<file path="src/rtl/subleq_console_tx.sv">
// -----------------------------------------------------------------------------
// subleq_console_tx
//   Memory-mapped console output for the subleq CPU. Claims two bus words:
//     BASE   : TX data. Reads 0; a store pushes (0 - wdata)[7:0] into the FIFO,
//              so "subleq a, BASE" queues the character mem[a].
//     BASE+1 : status {.., overflow, tx_busy, empty, full}; any store clears
//              the sticky overflow flag.
//   Queued bytes are shifted out as UART 8N1 frames, CLKS_PER_BIT clocks/bit.
//
// Ports
//   clk        system clock, rising edge
//   areset     synchronous active-high reset
//   bus_addr   CPU memory address
//   bus_wdata  CPU store data
//   bus_we     CPU store strobe (one cycle per store)
//   bus_sel    high when bus_addr hits BASE or BASE+1 (combinational)
//   bus_rdata  register read data (combinational)
//   tx         serial output, idle high (registered)
//   tx_busy    high while a frame is being shifted (registered)
// -----------------------------------------------------------------------------
module subleq_console_tx #(
    parameter int                   WORD_SIZE    = 16,
    parameter logic [WORD_SIZE-1:0] BASE         = 16'hff00,
    parameter int                   DEPTH        = 4,
    parameter int                   CLKS_PER_BIT = 4
) (
    input  logic                 clk,
    input  logic                 areset,
    input  logic [WORD_SIZE-1:0] bus_addr,
    input  logic [WORD_SIZE-1:0] bus_wdata,
    input  logic                 bus_we,
    output logic                 bus_sel,
    output logic [WORD_SIZE-1:0] bus_rdata,
    output logic                 tx,
    output logic                 tx_busy
);

    localparam int PTR_W  = $clog2(DEPTH);
    localparam int FCNT_W = $clog2(DEPTH) + 1;
    localparam int BCNT_W = $clog2(CLKS_PER_BIT + 1);

    localparam logic [WORD_SIZE-1:0] STAT_ADDR  = BASE + WORD_SIZE'(1);
    localparam logic [BCNT_W-1:0]    BIT_RELOAD = BCNT_W'(CLKS_PER_BIT - 1);

    typedef enum logic [1:0] {IDLE, START, DATA, STOP} state_t;

    // ---------------------------------------------------------------- bus side
    logic              hit_data, hit_stat;
    logic              push, drop, pop;
    logic              full, empty, overflow;
    logic [7:0]        push_byte;
    logic              unused_wdata_hi;

    logic [7:0]        mem [DEPTH];
    logic [PTR_W-1:0]  wr_ptr, rd_ptr;
    logic [FCNT_W-1:0] count;

    state_t            state;
    logic [7:0]        shreg;
    logic [2:0]        bit_idx;
    logic [BCNT_W-1:0] bit_cnt;

    assign hit_data = (bus_addr == BASE);
    assign hit_stat = (bus_addr == STAT_ADDR);
    assign bus_sel  = hit_data | hit_stat;

    assign full  = (count == FCNT_W'(DEPTH));
    assign empty = (count == '0);

    // full is the pre-edge value, so a store into a full FIFO is dropped even
    // when the shifter pops at the same edge.
    assign push = bus_we && hit_data && !full;
    assign drop = bus_we && hit_data && full;
    assign pop  = (state == IDLE) && !empty;

    // The low byte of a negation depends only on the low byte of the operand.
    assign push_byte       = 8'd0 - bus_wdata[7:0];
    assign unused_wdata_hi = ^bus_wdata[WORD_SIZE-1:8];

    // NOTE: every output of a combinational block gets a default first, so no
    // path through the if/else can leave it holding a value (a latch).
    always_comb begin
        bus_rdata = '0;
        if (hit_stat) begin
            bus_rdata = WORD_SIZE'({overflow, tx_busy, empty, full});
        end
    end

    // ---------------------------------------------------------------- FIFO
    // NOTE: state registers use non-blocking (<=) assignments so every flop
    // samples pre-edge values regardless of statement order.
    always_ff @(posedge clk) begin
        if (areset) begin
            wr_ptr   <= '0;
            rd_ptr   <= '0;
            count    <= '0;
            overflow <= 1'b0;
        end else begin
            if (push) wr_ptr <= wr_ptr + 1'b1;
            if (pop)  rd_ptr <= rd_ptr + 1'b1;
            case ({push, pop})
                2'b10:   count <= count + 1'b1;
                2'b01:   count <= count - 1'b1;
                default: count <= count;
            endcase
            if (drop) begin
                overflow <= 1'b1;
            end else if (bus_we && hit_stat) begin
                overflow <= 1'b0;
            end
        end
    end

    // NOTE: the storage array has no reset; validity is tracked by the
    // pointers and count, and leaving it unreset lets it map to plain RAM.
    always_ff @(posedge clk) begin
        if (push) mem[wr_ptr] <= push_byte;
    end

    // ---------------------------------------------------------------- shifter
    always_ff @(posedge clk) begin
        if (areset) begin
            state   <= IDLE;
            tx      <= 1'b1;
            tx_busy <= 1'b0;
            shreg   <= '0;
            bit_idx <= '0;
            bit_cnt <= '0;
        end else begin
            case (state)
                IDLE: begin
                    if (pop) begin
                        shreg   <= mem[rd_ptr];
                        state   <= START;
                        tx      <= 1'b0;
                        tx_busy <= 1'b1;
                        bit_cnt <= BIT_RELOAD;
                    end
                end
                START: begin
                    if (bit_cnt == '0) begin
                        state   <= DATA;
                        tx      <= shreg[0];
                        bit_idx <= '0;
                        bit_cnt <= BIT_RELOAD;
                    end else begin
                        bit_cnt <= bit_cnt - 1'b1;
                    end
                end
                DATA: begin
                    if (bit_cnt == '0) begin
                        bit_cnt <= BIT_RELOAD;
                        if (bit_idx == 3'd7) begin
                            state <= STOP;
                            tx    <= 1'b1;
                        end else begin
                            bit_idx <= bit_idx + 3'd1;
                            tx      <= shreg[bit_idx + 3'd1];
                        end
                    end else begin
                        bit_cnt <= bit_cnt - 1'b1;
                    end
                end
                STOP: begin
                    // The IDLE cycle after STOP is where the next pop happens,
                    // giving a 10*CLKS_PER_BIT+1 streaming frame period.
                    if (bit_cnt == '0) begin
                        state   <= IDLE;
                        tx_busy <= 1'b0;
                    end else begin
                        bit_cnt <= bit_cnt - 1'b1;
                    end
                end
                default: state <= IDLE;
            endcase
        end
    end

endmodule

</file>
<file path="config.mk">
export PLATFORM = sky130hd
export DESIGN_NAME = subleq_console_tx
export DESIGN_NICKNAME = d
export VERILOG_FILES = /design/src/rtl/subleq_console_tx.sv
export SDC_FILE = /design/constraint.sdc
export NUM_CORES = 1
export LEC_CHECK = 0
export CAP_MARGIN = 0
export CORE_UTILIZATION = 52
export CTS_BUF_LIST = sky130_fd_sc_hd__clkbuf_16
export CTS_CLUSTER_DIAMETER = 200
export DETAILED_ROUTE_END_ITERATION = 8
export GPL_ROUTABILITY_DRIVEN = 0
export PLACE_DENSITY = 0.82
export RECOVER_POWER = 25
export SKIP_LAST_GASP = 1
export SLEW_MARGIN = 20
export SYNTH_ARGS = -nofsm -noshare
export SYNTH_HDL_FRONTEND = slang
export SYNTH_SLANG_ARGS = --single-unit
</file>
<file path="constraint.sdc">
create_clock -name clk -period 3 [get_ports clk]
set_clock_uncertainty 0.2 [all_clocks]
set_input_delay 0.3 -clock clk [delete_from_list [all_inputs] [get_ports clk]]
set_output_delay 0.3 -clock clk [all_outputs]
set_load 0.02 [all_outputs]
</file>
Word level (Yosys, flattened, before mapping)
Memory sizes are Yosys's and may differ from the RTL's. A register that Yosys moved wholly into a read port is not among the register bits.
Index checks and enable logic that the tools add are counted.

word-level totals
  register bits = 18
  bits in writable memories = 32
  output and inout bits = 19
  memories = 1

cells by class
  add/sub/neg operators = 7
  order comparisons = 1
  equal/unequal tests = 16
  mux-type cells = 30
  bitwise logic cells = 1
  reductions and logical operators = 22

memory list
  name  depth  bits a word  read ports  clocked after Yosys merged registers in  write ports  line  RTL
  mem   4      8            1           1                                        1            54    logic [7:0] mem [DEPTH];

operators by type and width
  kind                                                                  count
  16-bit == test, second input constant                                 2
  3-bit two-way mux                                                     6
  2-bit != test, second input constant                                  7
  3-bit one-hot mux with 2 select lines                                 2
  1-bit two-way mux                                                     11
  2-bit two-way mux                                                     5
  3-bit one-hot mux with 3 select lines                                 1
  2-bit one-hot mux with 4 select lines                                 1
  4-bit AND reduction                                                   2
  2-bit nonzero test                                                    4
  1-bit by 8-bit subtractor with 8-bit output, first input constant     1
  3-bit by 1-bit adder with 3-bit output, second input constant         2
  2-bit == test, second input constant                                  3
  3-bit == test, second input constant                                  2
  3-bit logical NOT                                                     2
  3-bit by 1-bit subtractor with 3-bit output, second input constant    2
  1-bit logical AND                                                     5
  5-bit AND reduction                                                   1
  2-bit by 1-bit adder with 2-bit output, second input constant         2
  2-bit by 1-bit == test with 1-bit output, second input constant       2
  3-bit by 4-bit < comparator with 1-bit output, second input constant  1
  4-bit two-way mux                                                     1
  2-bit AND reduction                                                   2
  1-bit binary-select mux with 3-bit select                             1
  other kinds (8)                                                       9

Depth between registers and ports, before layout
  depth in word-level cells = 6
  mapped depth = 12
  depth with buffers taken out = 10

Least setup slack after synthesis
OpenSTA, ideal clock, no wires.

  path kind = input-to-reg
  start point = input port bus_addr[5]
  end point = register count[2]
  library setup time = 70 ps
  arrival = 2414 ps
  required time = 2730 ps
  setup slack = 316 ps
  cell stages on the path = 11
  buffers on the path = 1
  path through = or3_4 nor4_4 and4b_1 buf_6 inv_1 ha_1 inv_1 fa_1 xor2_1 or3_1 a21oi_1

on the way
  word-level cells in the longest chain between the ends = 5

RTL lines
  what                                                                                line  RTL
  start: declaration                                                                  29    input logic [WORD_SIZE-1:0] bus_addr,
  16-bit == test (*)                                                                  63    assign hit_data = (bus_addr == BASE);
  1-bit logical AND (*) (2 in series)                                                 72    assign push = bus_we && hit_data && !full;
  2-bit by 1-bit == test with 1-bit output / 2-bit == test (equally long branches)    101   case ({push, pop})
  3-bit one-hot mux with 2 select lines / 2-bit nonzero test (equally long branches)  -
  end signal: assignment                                                              102   2'b10: count <= count + 1'b1;
  end signal: assignment                                                              103   2'b01: count <= count - 1'b1;
  end signal: assignment                                                              104   default: count <= count;
  end: declaration                                                                    56    logic [FCNT_W-1:0] count;

Mark *: on every way between the ends. The rest lies on a longest branch, timed or not.
A chain may end at the register's enable or synchronous reset.

Worst setup path after layout
  start point = input port bus_addr[5]
  end point = output port bus_rdata[3]

on the way
  word-level cells in the longest chain between the ends = 2

RTL lines
  what               line  RTL
  16-bit == test     64    assign hit_stat = (bus_addr == STAT_ADDR);
  4-bit two-way mux  84    if (hit_stat) begin
  end: declaration   33    output logic [WORD_SIZE-1:0] bus_rdata,

Every way passes these cells.

==> impl_metrics.json <==
{
  "dp_hpwl_microns": 3620,
  "power_frac_seq_pct": 41.5,
  "clk_latency_ns": 0.32,
  "holdWs_ns": 0.254,
  "yosysTopAreaCell": "edfxtp_1",
  "synth_xor_area_share_pct": 3.34,
  "fill_cells": 409,
  "area_growth_pct": 21.3,
  "met2_length_microns": 2500,
  "fp.dieW_microns": 76.4,
  "setup-tns-final_ns": 0,
  "pwr-share-comb_pct": 17.6,
  "post-route-period-util_pct": 91.0,
  "firstDrtPassIters": 4,
  "slowest_delay_ns": 0.60,
  "relSlewSlack_pct": 57.5,
  "crit_required_ns": 2.50,
  "cts_max_level": 3,
  "path_clk_slew_ns": 0.05,
  "total_power_w": 0.00215,
  "synth_most_common_cell": "edfxtp_1",
  "antenna_found_initial": 0,
  "swShare_pct": 26.8,
  "slowest_stage": "clkdlybuf4s50_1",
  "hold_path.class": "flip-flop to flip-flop",
  "synth_mux_area_share_pct": 9.64,
  "slew_violations": 0,
  "internal-power_w": 0.00157,
  "cpMostUsedCell": "clkdlybuf4s50_1",
  "cts_tree": "yes",
  "synth_common_cells": "edfxtp_1 (32), dfxtp_1 (26), nor2_1 (26), nand2_1 (23), a21oi_1 (17)",
  "endpoint_kind": "primary output",
  "fin_nets": 337,
  "chipHeight_microns": 76.4,
  "crit_path_start_kind": "input pin",
  "p_switching_w": 0.000577,
  "port_buffers": 33,
  "status": "completed",
  "drc": 0,
  "reg2reg_slack_ns": 0.52,
  "synth_fa_ha_area_share_pct": 7.21,
  "dieArea_sq_um": 5840,
  "synthFlopType": "edfxtp_1",
  "synth_area_leaders": "edfxtp_1 (33%), dfxtp_1 (18%), mux4_2 (7.8%)",
  "synth_cells": 249,
  "worst_slack_ns": 0.269,
  "via_per_inst": 5.17,
  "root_buffer": "clkbuf_16",
  "clock_path_buffers": 2,
  "rsz0062_at_grt": "no",
  "crit_family": "buffers and inverters",
  "finalCriticalPeriod_ns": 2.73,
  "coreArea_sq_um": 5240,
  "dp_cells": 345,
  "postRouteAntennaNets": 0,
  "async_reset_ff_share_pct": 0,
  "synth_compound_area_share_pct": 7.29,
  "synth_seq_cells": 58,
  "drive_gt1_share_pct": 13.4,
  "track_usage_pct": 19.1,
  "post_cts_buffers": 0,
  "ir_worst_vdd_mv": 0.547,
  "synth-simple-area-share_pct": 14.2,
  "p_leak_nw": 1.24,
  "cts_buffers": 9,
  "criticalPathCategory": "input pin to primary output",
  "ioPinCount": 54,
  "synth_top_area_share_pct": 33.3,
  "max_freq_ghz": 0.366,
  "top_layer": "met4",
  "synth_edf_count": 32,
  "synth_top_family_by_area": "simple AND/OR/NAND/NOR gates",
  "synth.distinct_cells": 44,
  "grt_pass1_vias": 1837,
  "ys_seq_area_share_pct": 51.4,
  "place_ws_ns": 0.176,
  "drt_iter0_drc": 68,
  "setup_viol_count_final": 0,
  "pwr-share-clk_pct": 41.0,
  "grt_pass1_wl_microns": 8560,
  "grt_max_degree": 15,
  "via_count": 1868,
  "yosysWarningCount": 0,
  "rows": 26,
  "cap_violations": 0,
  "grt_overflow_total": 0,
  "start_util_pct": 55.0,
  "crit_chain": "clkdlybuf4s50_1 > or3_4 > nor4_4 > buf_4 > and3_2 > clkdlybuf4s50_1",
  "cts.sinks": 58,
  "synth_area_sq_um": 2880,
  "power_density_nw_per_um2": 616,
  "cp.arrival_ns": 2.23,
  "cts.repair.resized": 0,
  "route.met3.wl_microns": 168,
  "wl_per_cell_microns": 14.0,
  "routed_wirelength_microns": 5050,
  "syn_avg_cell_area_sq_um": 11.6,
  "critPathMaxFanout": 7,
  "diodes": 0,
  "cts_hold_buf": 0,
  "finalNonFillerCells": 361,
  "hold_viol": 0,
  "met1Wirelength_microns": 2290,
  "tightest_slew_ns": 0.637,
  "critPathBufInv": 3
}
registers in the layout, summed over array words and instances (netlist names), 2 cells and up:
name and cells:
bit_cnt 3, bit_idx 3, count 3, mem 32, rd_ptr 2, shreg 8, state 2, wr_ptr 2
final timing paths:
check | start | endpoint | cells past startpoint
max reg2reg | state[0] | count[2] | 10
min | shreg[1] | shreg[1] | 2
min reg2reg | shreg[1] | shreg[1] | 2
max | bus_addr[5] | bus_rdata[3] | 6
placed cells by master (no fill, tap or decap), types with 2 or more instances in the layout:
master / Yosys / final
nand2_1: 23 / 23
a22oi_1: 3 / 3
buf_4: 12 / 4
and3_2: 4 / 4
mux2i_1: 3 / 3
inv_1: 15 / 16
xor2_1: 4 / 4
clkbuf_16: 0 / 9
xnor2_1: 7 / 7
mux4_2: 10 / 10
clkdlybuf4s50_1: 0 / 32
and2_2: 3 / 3
clkinv_2: 0 / 2
a22o_1: 2 / 2
o21bai_1: 2 / 2
ha_1: 15 / 15
nor2_1: 26 / 26
and2_1: 2 / 2
nand2b_1: 2 / 2
o21ai_0: 4 / 4
mux2_2: 2 / 2
dfxtp_1: 26 / 26
conb_1: 1 / 12
clkinv_1: 0 / 2
a211oi_1: 2 / 2
a21oi_1: 17 / 17
edfxtp_1: 32 / 32
nor3_1: 6 / 6
worst register-to-register path: stages (launching register included):
cell	delay, ns
dfxtp_1	0.34
inv_1	0.12
ha_1	0.19
nand2b_1	0.21
inv_1	0.14
ha_1	0.18
inv_1	0.06
fa_1	0.37
xor2_1	0.16
or3_1	0.31
a21oi_1	0.14
final cells by class:
class / count / area [sq um] / area share, %
sequential: 58 / 1480 / 42.4
clock buffer: 9 / 225 / 6.44
clock inverter: 7 / 37.5 / 1.07
tap: 70 / 87.6 / 2.51
multi-input combinational: 165 / 1250 / 35.7
inverter: 15 / 56.3 / 1.61
timing repair buffer: 37 / 360 / 10.3
layer usage:
| metal | up-vias | track usage, % |
|---|---|---|
| li1 | 930 | - |
| met1 | 898 | 22.0 |
| met2 | 28 | 32.6 |
| met3 | 12 | 7.31 |
| met4 | 0 | 6.35 |
| met5 | - | 0 |
through the flow:
step           area [sq um]  util [%]
5_1_grt                3500      66.7
3_5_place_dp           3230      61.7
2_1_floorplan          2920         -
4_1_cts                3500      66.7
3_3_place_gp           3230      61.7
6_report               3500      66.7
logic make-up (layout without fill, tap and decap cells):
group,Yosys count,after routing
XOR/XNOR,11,11
other,1,12
flip-flops,58,58
multiplexers,15,15
adder cells (fa/ha/maj),16,16
AND/OR/NAND/NOR,77,77
buffers and inverters,37,68
AO/OA/AOI/OAI,34,34
power by group through the flow:
stage	clock [W]	sequential, W	combinational (W)
2_1_floorplan	0	0.000912	0.000265
3_3_place_gp	0	0.000905	0.000360
3_5_place_dp	0	0.000907	0.000373
4_1_cts	0.000899	0.000892	0.000377
5_1_grt	0.000933	0.000895	0.000421
6_report	0.000882	0.000892	0.000378
Note: power is estimated with default switching activity, not from simulation.
